--- src/rtl/pong_match_ctrl_if.sv ---
// Signal bundle between the pong match sequencer and its neighbours:
// point/tick/start inputs in, scores and game status out.
interface pong_match_ctrl_if;
  logic       tick_en;
  logic       start;
  logic       point_p1;
  logic       point_p2;
  logic [3:0] score_p1;
  logic [3:0] score_p2;
  logic       ball_enable;
  logic       serve_dir;
  logic       game_over;
  logic       winner;
  logic [1:0] state;

  // master drives the events and observes status
  modport master (
    output tick_en, start, point_p1, point_p2,
    input  score_p1, score_p2, ball_enable, serve_dir, game_over, winner, state
  );

  // slave is the match sequencer itself
  modport slave (
    input  tick_en, start, point_p1, point_p2,
    output score_p1, score_p2, ball_enable, serve_dir, game_over, winner, state
  );
endinterface

--- src/rtl/pong_match_ctrl.sv ---
// Pong match sequencer: keeps both scores, gates the ball, times the
// post-point pause, picks the serve direction and flags the winner.
module pong_match_ctrl #(
  parameter int unsigned WIN_SCORE  = 9,
  parameter int unsigned HOLD_TICKS = 1000,
  parameter int unsigned CW         = 10
) (
  input logic               clk,
  input logic               reset,
  pong_match_ctrl_if.slave  bus
);

  typedef enum logic [1:0] {
    StIdle = 2'b00,
    StPlay = 2'b01,
    StHold = 2'b10,
    StOver = 2'b11
  } state_e;

  localparam logic [3:0]    WinScore = 4'(WIN_SCORE);
  localparam logic [CW-1:0] HoldLast = CW'(HOLD_TICKS - 1);

  state_e        state_q, state_d;
  logic [3:0]    score_p1_q, score_p1_d;
  logic [3:0]    score_p2_q, score_p2_d;
  logic [CW-1:0] hold_q, hold_d;
  logic          serve_dir_q, serve_dir_d;
  logic          winner_q, winner_d;
  logic          ball_enable_q, ball_enable_d;
  logic          game_over_q, game_over_d;

  always_ff @(posedge clk) begin
    if (reset) begin
      state_q       <= StIdle;
      score_p1_q    <= 4'd0;
      score_p2_q    <= 4'd0;
      hold_q        <= '0;
      serve_dir_q   <= 1'b0;
      winner_q      <= 1'b0;
      ball_enable_q <= 1'b0;
      game_over_q   <= 1'b0;
    end else begin
      state_q       <= state_d;
      score_p1_q    <= score_p1_d;
      score_p2_q    <= score_p2_d;
      hold_q        <= hold_d;
      serve_dir_q   <= serve_dir_d;
      winner_q      <= winner_d;
      ball_enable_q <= ball_enable_d;
      game_over_q   <= game_over_d;
    end
  end

  always_comb begin
    state_d     = state_q;
    score_p1_d  = score_p1_q;
    score_p2_d  = score_p2_q;
    hold_d      = hold_q;
    serve_dir_d = serve_dir_q;
    winner_d    = winner_q;

    unique case (state_q)
      StIdle: begin
        if (bus.start) state_d = StPlay;
      end
      StPlay: begin
        hold_d = '0;
        if (bus.point_p1 && bus.point_p2) begin
          // simultaneous hits: replay the point without scoring
          state_d = StHold;
        end else if (bus.point_p1) begin
          score_p1_d = score_p1_q + 4'd1;
          if (score_p1_d == WinScore) begin
            state_d  = StOver;
            winner_d = 1'b0;
          end else begin
            state_d     = StHold;
            serve_dir_d = 1'b1;
          end
        end else if (bus.point_p2) begin
          score_p2_d = score_p2_q + 4'd1;
          if (score_p2_d == WinScore) begin
            state_d  = StOver;
            winner_d = 1'b1;
          end else begin
            state_d     = StHold;
            serve_dir_d = 1'b0;
          end
        end
      end
      StHold: begin
        if (bus.tick_en) begin
          if (hold_q == HoldLast) begin
            state_d = StPlay;
            hold_d  = '0;
          end else begin
            hold_d = hold_q + CW'(1);
          end
        end
      end
      StOver: begin
        if (bus.start) begin
          state_d     = StPlay;
          score_p1_d  = 4'd0;
          score_p2_d  = 4'd0;
          serve_dir_d = ~winner_q;
        end
      end
    endcase

    // status flags are registered alongside the state they decode
    ball_enable_d = (state_d == StPlay);
    game_over_d   = (state_d == StOver);
  end

  assign bus.score_p1    = score_p1_q;
  assign bus.score_p2    = score_p2_q;
  assign bus.ball_enable = ball_enable_q;
  assign bus.serve_dir   = serve_dir_q;
  assign bus.game_over   = game_over_q;
  assign bus.winner      = winner_q;
  assign bus.state       = state_q;

endmodule

--- src/flat_wrapper.sv ---
// flat-port wrapper written by rule: the top's interface ports become plain ports
module pong_match_ctrl_flat 
#(
  parameter int unsigned WIN_SCORE  = 9,
  parameter int unsigned HOLD_TICKS = 1000,
  parameter int unsigned CW         = 10
)
  (clk, reset, bus_tick_en, bus_start, bus_point_p1, bus_point_p2, bus_score_p1, bus_score_p2, bus_ball_enable, bus_serve_dir, bus_game_over, bus_winner, bus_state);
  pong_match_ctrl_if bus_i ();
  input logic clk;
  input logic reset;
  input wire logic [$bits(bus_i.tick_en)-1:0] bus_tick_en;
  input wire logic [$bits(bus_i.start)-1:0] bus_start;
  input wire logic [$bits(bus_i.point_p1)-1:0] bus_point_p1;
  input wire logic [$bits(bus_i.point_p2)-1:0] bus_point_p2;
  output wire logic [$bits(bus_i.score_p1)-1:0] bus_score_p1;
  output wire logic [$bits(bus_i.score_p2)-1:0] bus_score_p2;
  output wire logic [$bits(bus_i.ball_enable)-1:0] bus_ball_enable;
  output wire logic [$bits(bus_i.serve_dir)-1:0] bus_serve_dir;
  output wire logic [$bits(bus_i.game_over)-1:0] bus_game_over;
  output wire logic [$bits(bus_i.winner)-1:0] bus_winner;
  output wire logic [$bits(bus_i.state)-1:0] bus_state;
  assign bus_i.tick_en = bus_tick_en;
  assign bus_i.start = bus_start;
  assign bus_i.point_p1 = bus_point_p1;
  assign bus_i.point_p2 = bus_point_p2;
  assign bus_score_p1 = bus_i.score_p1;
  assign bus_score_p2 = bus_i.score_p2;
  assign bus_ball_enable = bus_i.ball_enable;
  assign bus_serve_dir = bus_i.serve_dir;
  assign bus_game_over = bus_i.game_over;
  assign bus_winner = bus_i.winner;
  assign bus_state = bus_i.state;
  pong_match_ctrl #(.WIN_SCORE(WIN_SCORE), .HOLD_TICKS(HOLD_TICKS), .CW(CW)) u_core (.clk(clk), .reset(reset), .bus(bus_i));
endmodule
--- config.mk ---
export PLATFORM = sky130hd
export DESIGN_NAME = pong_match_ctrl_flat
export DESIGN_NICKNAME = d
export VERILOG_FILES = /design/src/rtl/pong_match_ctrl_if.sv /design/src/rtl/pong_match_ctrl.sv /design/src/flat_wrapper.sv
export SDC_FILE = /design/constraint.sdc
export NUM_CORES = 1
export LEC_CHECK = 0
export BUFFER_PORTS_ARGS = -buffer_cell sky130_fd_sc_hd__buf_2
export CAP_MARGIN = 40
export CORE_UTILIZATION = 55
export DETAILED_ROUTE_END_ITERATION = 8
export PLACE_DENSITY = 0.77
export SYNTH_ARGS = -nofsm -noshare
export SYNTH_HDL_FRONTEND = slang
export SYNTH_SLANG_ARGS = --single-unit
--- constraint.sdc ---
create_clock -name clk -period 2.35 [get_ports clk]
set_clock_uncertainty 0.15 [all_clocks]
set_input_delay 0 -clock clk [delete_from_list [all_inputs] [get_ports clk]]
set_output_delay 0 -clock clk [all_outputs]
set_load 0.005 [all_outputs]
-- Yosys cells after proc, flatten, opt, wreduce, memory -nomap -nowiden
Index checks and enable logic that the tools add are counted.
Widths: inputs -> output; s select.
- bits in registers: 24
- input port bits: 6
- output and inout bits: 14
- logic and storage cells: 74
- add/subtract/negate cells: 3
- equality and inequality tests: 18
- multiplexer cells: 31
- bitwise gates (word level): 2
- reductions and logical operators: 12
- operators with widths (cell ; count):
    $mux 4 ; 6
    $mux 10 ; 2
    $pmux 10 s2 ; 1
    $pmux 4 s2 ; 2
    $mux 1 ; 12
    $mux 2 ; 6
    $ne 2x2->1 const B ; 6
    $add 10x1->10 const B ; 1
    $eq 10x10->1 const B ; 1
    $reduce_and 5->1 ; 2
    $ne 3x3->1 const B ; 3
    $add 4x1->4 const B ; 2
    $eq 4x4->1 const B ; 2
    $reduce_bool 2->1 ; 4
    $eq 2x2->1 const B ; 3
    $pmux 2 s3 ; 1
    $reduce_and 6->1 ; 1
    $eq 2x1->1 const B ; 2
    $reduce_and 4->1 ; 1
    $logic_not 2->1 ; 1
    $ne 2x1->1 const B ; 1
    $not 1->1 ; 2
    $pmux 1 s2 ; 1
    $reduce_and 2->1 ; 1
    2 further kinds ; 2

-- Logic depth before layout (Yosys ltp)
Gate-level depths: netlist of run 1.
- depth after elaboration: 8
- gate-level depth with buffers: 7
- mapped depth without buffers: 7

-- Worst setup path after synthesis of run 1
Ideal clock, no wire load.
- path type: flip-flop to flip-flop
- from: register u_core.score_p2_q[1], in the netlist u_core.bus.score_p2[1]
- to: register u_core.state_q[0], in the netlist u_core.bus.state[0]
- library setup time: 0.140 ns
- data arrival time: 1.605 ns
- setup slack: 0.455 ns
- cell stages (with the launch flop): 7
- path buffers: 0
- cell sequence: dfxtp_1 -> ha_1 -> nor2_1 -> o21ba_2 -> o21ai_0 -> a2111oi_2 -> nor3_1
- word-level cells in the longest chain between the ends: 7
- ends and longest elaborated chain (what ; RTL line ; RTL):
    start, declared ; pong_match_ctrl.sv:25 ; logic [3:0] score_p2_q, score_p2_d;
    start signal, assigned ; pong_match_ctrl.sv:45 ; score_p2_q <= score_p2_d;
    $add 4x1->4 ; pong_match_ctrl.sv:81 ; score_p2_d = score_p2_q + 4'd1;
    $eq 4x4->1 ; pong_match_ctrl.sv:82 ; if (score_p2_d == WinScore) begin
    $mux 1 ; pong_match_ctrl.sv:82 ;
    $mux 2 ; pong_match_ctrl.sv:80 ; end else if (bus.point_p2) begin
    $mux 2 ; pong_match_ctrl.sv:71 ; end else if (bus.point_p1) begin
    $mux 2 ; pong_match_ctrl.sv:68 ; if (bus.point_p1 && bus.point_p2) begin
    $pmux 2 s3 ; pong_match_ctrl.sv:62 ; unique case (state_q)
    end signal, assigned ; pong_match_ctrl.sv:34 ; state_q <= StIdle;
    end signal, assigned ; pong_match_ctrl.sv:43 ; state_q <= state_d;
    end, declared ; pong_match_ctrl.sv:23 ; state_e state_q, state_d;
No other way between the ends.
A chain may end at the register's enable or synchronous reset.

-- Worst setup path in the final report of run 1
Ends and elaborated chain as after synthesis.

==> results_tabular.tex, run 1 <==
\begin{tabular}{lr}
\hline
Metric & Value \\
\hline
\multicolumn{2}{l}{\textbf{Floorplan}} \\
\quad Initial core utilization & around three fifths \\
\quad Total die area & between 2000 and 3000 µm² \\
\quad Height of the die & approximately 53 µm \\
\quad Core footprint & 2480 µm² \\
\quad Top-level I/O count & 20 \\
\quad Die span in x & between 50 and 60 µm \\
\quad Standard-cell rows & 18 \\
\multicolumn{2}{l}{\textbf{Synthesis}} \\
\quad Warnings, synthesis & 0 \\
\quad Distinct cell type count of the synthesized netlist & 43 \\
\quad Leading cell type by number of instances after synthesis & dfxtp\_1 \\
\quad Primary flip-flop cell chosen by synthesis mapping & dfxtp\_1 \\
\quad Ranking of synthesized cells by area & dfxtp\_1 (33\%), ha\_1 (7.8\%), nor2\_1 (6.0\%) \\
\quad Count of mapped cells out of synthesis & around 180 \\
\quad Post-synthesis sequential element count & 24 \\
\quad Share of the synthesized area in the top cell type & $\sim$33\% \\
\quad Avg Cell Area, Syn & just over 8 µm² \\
\quad Cell taking the most area after synthesis & dfxtp\_1 \\
\quad Net count after synthesis & between 150 and 200 \\
\quad Share of synthesized area occupied by flip-flops and latches & 33.2\% \\
\quad Number of flops mapped to enable cells by yosys & 0 \\
\quad Async SR Flop Fraction & 0\% \\
\quad Post-synthesis instance area & between 1000 and 1500 µm² \\
\quad Most frequent cells after synthesis & dfxtp\_1 (24), nor2\_1 (23), a21oi\_1 (15) \\
\multicolumn{2}{l}{\textbf{Pwr}} \\
\quad Leakage power & 0.665 nW \\
\quad Internal power of the cells & roughly 0.00075 W \\
\quad Sw Ratio & about two fifths \\
\quad Maximum ir drop on the vdd rail & 0.703 mV \\
\quad Part of the total power dissipated in sequential elements & roughly 41\% \\
\quad Total power density per cell area & around 750 nW/µm² \\
\quad Sw power & between 0.0004 and 0.0005 W \\
\quad Clock share of power & a little under a fifth \\
\quad Gate power share & approximately two fifths \\
\multicolumn{2}{l}{\textbf{Worst setup path}} \\
\quad Required time of the critical path & around 2.4 ns \\
\quad CP endpoint kind & register \\
\quad Highest fanout seen on the critical path & 6 \\
\quad Worst EP arrival & 2.12 ns \\
\quad Setup Crit Path Kind & register to register \\
\quad Kind of launch point of the worst setup path & register \\
\multicolumn{2}{l}{\textbf{Timing}} \\
\quad Total negative slack for setup checks & 0 ns \\
\quad Worst slew margin & 68.2\% \\
\quad Part of the cycle the worst path needs & 87.8\% \\
\quad Worst-margin pin slew & about 0.48 ns \\
\quad Total of endpoints with negative setup slack in the final report & 0 \\
\quad Count of pins over their slew limit & 0 \\
\quad RSZ-0062 raised after global routing & no \\
\quad Final period demand of the worst path & 2.06 ns \\
\quad Max Freq & roughly 0.48 GHz \\
\quad Final hold vios & 0 \\
\multicolumn{2}{l}{\textbf{Clocking}} \\
\quad H-tree depth & 1 \\
\quad TritonCTS clock tree & yes \\
\quad Deepest clock path buffer count & 2 \\
\quad Post-CTS clock slew at the launch and capture registers of the worst setup and hold paths & approximately 0.13 ns \\
\quad Cell at the root of the clock tree & clkbuf\_4 \\
\quad Number of sinks on the clock net & 24 \\
\quad Setup Fix Bufs, Post-CTS & 0 \\
\quad Number of buffers created by CTS & 3 \\
\quad Post-CTS Hold Fix Bufs & 3 \\
\quad Worst-Skew Late Latency & around 0.32 ns \\
\quad Post-cts gate resize count & 0 \\
\multicolumn{2}{l}{\textbf{Route}} \\
\quad Final routed wire length divided by cell count & 13.4 µm \\
\quad Via/cell ratio & roughly 5.9 \\
\quad DRC violation total after the first TritonRoute iteration & 27 \\
\quad Remaining DRCs & 0 \\
\quad Vias post-DR & 1347 \\
\quad DRT Pass-1 Iters & 5 \\
\quad Antenna Violating Nets Remaining & 0 \\
\quad Total Wirelength & $\sim$3000 µm \\
\multicolumn{2}{l}{\textbf{Final layout}} \\
\quad Layout-stage area growth over the synthesis result & 12.2\% \\
\quad Number of antenna diodes & 0 \\
\quad Finished Core Util & between 60\% and 70\% \\
\quad Filler Cell Count & about 240 \\
\quad Final instance count without filler cells & between 200 and 250 \\
\quad Layout cell share with drive strength beyond 1 & $\sim$17\% \\
\quad Number of nets in the layout & approximately 220 \\
\multicolumn{2}{l}{\textbf{Global routing}} \\
\quad Fraction of met2 tracks used by global routing & roughly a third \\
\quad Initial antenna violation count & 0 \\
\quad GR peak layer & met2 \\
\quad Pin count of the biggest net entering global routing & 24 \\
\quad Global-route wire length before repair & $\sim$4700 µm \\
\quad GR Util met1 & a little under a third \\
\quad Vias in the first global route & between 1000 and 1500 \\
\quad Met3 track demand over resource in global routing & 2.59\% \\
\quad Remaining global-route overflow & 0 \\
\quad Overall Global Routing Usage & 22.5\% \\
\multicolumn{2}{l}{\textbf{Placement}} \\
\quad Placer Congestion & $\sim$0.82 \\
\quad \# placed instances & 222 \\
\quad Input/output buffers & 19 \\
\quad Half-perimeter wire length of the detailed placement result & roughly 2200 µm \\
\multicolumn{2}{l}{\textbf{Job}} \\
\quad Total of max-cap violations & 0 \\
\multicolumn{2}{l}{\textbf{Hold path}} \\
\quad Type of the tightest min-delay check & input port to register \\
\multicolumn{2}{l}{\textbf{Run status}} \\
\quad Result of the run & finished clean \\
\hline
\end{tabular}
final timing paths:
check	start	end	slack [ns]	cells past startpoint
hold / removal	bus_start	u_core.bus.state[1]	0.02	4
setup reg to reg	u_core.bus.score_p2[1]	u_core.bus.state[0]	0.29	6
setup / recovery	u_core.bus.score_p2[1]	u_core.bus.state[0]	0.29	6
hold reg to reg	u_core.hold_q[9]	u_core.hold_q[9]	0.35	1
area by class of cell:
type | count | area [µm²] | share of cell area, %
Tap cell | 30 | 37.5 | 2.31
Timing Repair Buffer | 22 | 125 | 7.71
Multi-Input combinational cell | 138 | 902 | 55.6
Clock buffer | 4 | 36.3 | 2.24
Sequential cell | 24 | 480 | 29.6
Inverter | 11 | 41.3 | 2.54
sequential cells by signal, indices dropped and copies added (netlist names):
signal                  count
u_core.bus.ball_enable      1
u_core.hold_q              10
u_core.bus.winner           1
u_core.bus.score_p2         4
u_core.bus.state            2
u_core.bus.game_over        1
u_core.bus.serve_dir        1
u_core.bus.score_p1         4
layer usage:
layer | vias to the layer above | part of all wire [%]
li1 | 689 | -
met1 | 623 | 50
met2 | 30 | 45
met3 | 5 | 3.6
met4 | 0 | 1.3
met5 | - | 0
power groups by stage:
stage          combinational [W]  clock [W]  sequential (W)
2_1_floorplan           0.000347          0        0.000506
3_3_place_gp            0.000458          0        0.000505
3_5_place_dp            0.000480          0        0.000512
4_1_cts                 0.000488   0.000230        0.000503
5_1_grt                 0.000544   0.000241        0.000511
6_report                0.000489   0.000222        0.000501
cells by family after synthesis:
group	Yosys count	share of synthesized area, %
AOI/OAI and AO/OA	54	25.0
DFF	24	33.2
and+or+nand+nor	71	26.8
muxes	4	2.77
buffers and inverters	15	4.41
adders and majority gates	9	7.79
critical path, stage by stage (launching register included):
cell,delay (ns)
dfxtp_1,0.44
ha_1,0.27
nor2_1,0.05
o21ba_2,0.23
o21ai_0,0.14
a2111oi_2,0.55
nor3_1,0.11
cells in the final DEF (no fill, tap or decap), drive strengths merged, types with 2 or more instances in the layout:
cell,count
dfxtp,24
nor2,23
buf,19
a21oi,15
o21ai,15
nand2,14
inv,11
ha,9
nand3,7
a31oi,5
and2,4
nand2b,4
mux2i,4
clkbuf,4
or2,3
a311oi,3
dlygate4sd3,3
and4b,2
a211o,2
a211oi,2
a21o,2
nand3b,2
nor3b,2
nor3,2
o31ai,2
nor4,2
stage by stage:
| stage | worst slack, ns | hold slack, ns | power, W | cell area [µm²] |
|---|---|---|---|---|
| floorplan | 0.455 | -0.0530 | 0.000854 | 1450 |
| global placement | 0.361 | 0.157 | 0.000963 | 1560 |
| detailed placement | 0.308 | 0.166 | 0.000992 | 1560 |
| CTS | 0.285 | 0.00101 | 0.00122 | 1620 |
| global route | 0.100 | 0.0440 | 0.00130 | 1620 |
| finish | 0.288 | 0.0220 | 0.00121 | 1620 |
(Power assumes the default switching activity.)
==> inputs of run 2 (changes only) <==
Settings changed: CORE_UTILIZATION 55 to 50, PLACE_DENSITY 0.77 to 0.71.
==> run 2 against run 1 <==
Against the previous run:
- utilization is 5.8 points lower
- combinational power is 2% higher
- sequential share of layout area is 0.45 points lower
- die area is 9.6% higher
- hold slack worse by 0.012 ns
- highest routed layer unchanged
==> results_tabular.tex, run 2 (synthesis gave the netlist of run 1 again) <==
\begin{tabular}{lr}
\hline
Metric & Value \\
\hline
\multicolumn{2}{l}{\textbf{Global routing}} \\
\quad Pin count of the biggest net entering global routing & 24 (unchanged) \\
\quad Overall Global Routing Usage & 21.3\% (-1.2 points) \\
\quad Vias in the first global route & 1269 (+16\%) \\
\quad Remaining global-route overflow & 0 (unchanged) \\
\quad Global-route wire length before repair & 5430 µm (+15\%) \\
\quad Initial antenna violation count & 0 (unchanged) \\
\multicolumn{2}{l}{\textbf{Final layout}} \\
\quad Number of nets in the layout & 216 (+0.47\%) \\
\quad Largest register by flop count & u\_core.hold\_q \\
\quad Number of antenna diodes & 0 (unchanged) \\
\quad Area of all placed cells without fillers & 1650 µm² (+1.5\%) \\
\quad Layout cell share with drive strength beyond 1 & 17.0\% (+0.42 points) \\
\quad Most common cell after layout, fill and taps aside & dfxtp\_1 \\
\quad Highest-count cells in the layout ignoring fill and taps & dfxtp\_1 (24), nor2\_1 (23), buf\_2 (19) \\
\quad Max FFs per register & 10 (unchanged) \\
\quad Filler Cell Count & 252 (+6.3\%) \\
\quad Layout-stage area growth over the synthesis result & 13.9\% \\
\multicolumn{2}{l}{\textbf{Worst setup path}} \\
\quad Highest fanout seen on the critical path & 6 (unchanged) \\
\quad FF-to-FF path depth & 6 (unchanged) \\
\quad Required time of the critical path & 2.39 ns (-0.02 ns) \\
\quad Reg-to-Reg End & u\_core.bus.state[0] \\
\quad Worst EP arrival & 2.15 ns (+0.03 ns) \\
\quad Kind of launch point of the worst setup path & register \\
\quad Reg-to-reg critical path startpoint & u\_core.bus.score\_p2[1] \\
\quad Setup Crit Path Kind & register to register \\
\quad CP endpoint kind & register \\
\quad Reg2reg setup slack & 0.24 ns (-0.05 ns) \\
\multicolumn{2}{l}{\textbf{Clocking}} \\
\quad TritonCTS clock tree & yes \\
\quad Worst-Skew Late Latency & 0.32 ns (about the same) \\
\quad Number of buffers created by CTS & 3 (unchanged) \\
\quad H-tree depth & 1 (unchanged) \\
\quad Post-cts gate resize count & 0 (unchanged) \\
\quad Post-CTS Hold Fix Bufs & 3 (unchanged) \\
\quad Deepest clock path buffer count & 2 (unchanged) \\
\quad Cell at the root of the clock tree & clkbuf\_4 \\
\quad Setup Fix Bufs, Post-CTS & 0 (unchanged) \\
\quad Post-CTS clock slew at the launch and capture registers of the worst setup and hold paths & 0.15 ns (+0.02 ns) \\
\quad Number of sinks on the clock net & 24 (unchanged) \\
\multicolumn{2}{l}{\textbf{Floorplan}} \\
\quad Initial core utilization & 52.5\% (-5.9 points) \\
\quad Top-level I/O count & 20 (unchanged) \\
\quad Core footprint & 2760 µm² (+11\%) \\
\quad Height of the die & 55.8 µm (+4.7\%) \\
\quad Total die area & 3110 µm² (+9.6\%) \\
\quad Standard-cell rows & 19 (+1) \\
\quad Die span in x & 55.8 µm (+4.7\%) \\
\multicolumn{2}{l}{\textbf{Timing}} \\
\quad Part of the cycle the worst path needs & 90.0\% (+2.2 points) \\
\quad Final period demand of the worst path & 2.11 ns (+0.0518 ns) \\
\quad Worst slew margin & 64.7\% (-3.6 points) \\
\quad Count of pins over their slew limit & 0 (unchanged) \\
\quad Total negative slack for setup checks & 0 ns (unchanged) \\
\quad Final hold vios & 0 (unchanged) \\
\quad Worst-margin pin slew & 0.529 ns (+0.0532 ns) \\
\quad RSZ-0062 raised after global routing & no \\
\quad Max Freq & 0.473 GHz (-2.5\%) \\
\quad Total of endpoints with negative setup slack in the final report & 0 (unchanged) \\
\multicolumn{2}{l}{\textbf{Route}} \\
\quad Final routed wire length divided by cell count & 13.7 µm (+2.7\%) \\
\quad Antenna Violating Nets Remaining & 0 (unchanged) \\
\quad DRT Pass-1 Iters & 4 (-1) \\
\quad Remaining DRCs & 0 (unchanged) \\
\quad Total Wirelength & 3170 µm (+3.6\%) \\
\quad Vias post-DR & 1363 (+1.2\%) \\
\quad DRC violation total after the first TritonRoute iteration & 57 (+110\%) \\
\quad Via/cell ratio & 5.90 (+0.31\%) \\
\multicolumn{2}{l}{\textbf{Hold path}} \\
\quad Cell depth of the worst hold path & 5 (+1) \\
\quad Critical hold path startpoint & bus\_tick\_en \\
\quad Type of the tightest min-delay check & input port to register \\
\quad End of the worst hold path & u\_core.hold\_q[5] \\
\multicolumn{2}{l}{\textbf{Pwr}} \\
\quad Leakage power & 0.677 nW (+1.9\%) \\
\quad Maximum ir drop on the vdd rail & 0.510 mV (-27\%) \\
\quad Total power density per cell area & 790 nW/µm² (+5.7\%) \\
\multicolumn{2}{l}{\textbf{Job}} \\
\quad Total of max-cap violations & 0 (unchanged) \\
\multicolumn{2}{l}{\textbf{Run status}} \\
\quad Result of the run & finished clean \\
\multicolumn{2}{l}{\textbf{Placement}} \\
\quad Placed instance area & 1570 µm² (+0.56\%) \\
\quad Half-perimeter wire length of the detailed placement result & 2290 µm (+2.7\%) \\
\quad Placer Congestion & 0.813 (-1.4\%) \\
\quad Input/output buffers & 19 (unchanged) \\
\hline
\end{tabular}
## run 2: cell count changes in the layout (fill, tap and decap cells not counted), sizes merged
cell    change
clkbuf      -1
buf         +1
bufinv      +1
## run 2: layout make-up
class | count | area, µm² | share of cell area [%]
repair buffers | 23 | 133 | 8.05
multi-input cells | 138 | 902 | 54.7
flip-flops and latches | 24 | 480 | 29.2
clock inverters | 1 | 30.0 | 1.82
well taps | 31 | 38.8 | 2.35
clock buffers | 3 | 22.5 | 1.37
inverters | 11 | 41.3 | 2.51
## run 2: worst max-delay path, cell delays in order, from the launching register on
cell	delay [ns]
dfxtp_1	0.43
ha_1	0.27
nor2_1	0.05
o21ba_2	0.23
o21ai_0	0.14
a2111oi_2	0.59
nor3_1	0.12
## run 2: through the flow
stage	hold WS [ns]	instances	utilization, %	worst slack (ns)	power, W
floorplan	-0.0530	177	-	0.455	0.000854
global placement	0.154	224	56.8	0.396	0.000974
detailed placement	0.167	224	56.8	0.287	0.000994
CTS	0.000942	231	59.8	0.226	0.00130
global route	0.0352	231	59.8	0.0818	0.00139
finish	0.0101	231	59.8	0.236	0.00130
## run 2: metal layers
| layer | wire [µm] | track usage [%] | vias to the layer above |
|---|---|---|---|
| met5 | 0 | 0 | - |
| met4 | 40 | 7.86 | 0 |
| met3 | 108 | 3.02 | 6 |
| met2 | 1380 | 33.9 | 29 |
| met1 | 1640 | 29.3 | 642 |
| li1 | - | - | 686 |
## run 2: how the worst max path moves through the flow
stage,slack (ns),cells past startpoint,end,from
3_5_place_dp,0.29,6,u_core.bus.state[0],u_core.bus.score_p2[1]
4_1_cts,0.23,6,u_core.bus.state[0],u_core.bus.score_p2[1]
6_report,0.24,6,u_core.bus.state[0],u_core.bus.score_p2[1]
3_3_place_gp,0.40,6,u_core.bus.state[0],u_core.bus.score_p2[1]
5_1_grt,0.08,6,u_core.bus.state[0],u_core.bus.score_p2[1]
2_1_floorplan,0.45,6,u_core.bus.state[0],u_core.bus.score_p2[1]
## run 2: power by group
group	leakage [nW]	total, W	internal, W	switching, W
clock	0.0279	0.000302	0.000172	0.000130
sequential	0.194	0.000503	0.000454	0.0000483
combinational	0.455	0.000497	0.000198	0.000300
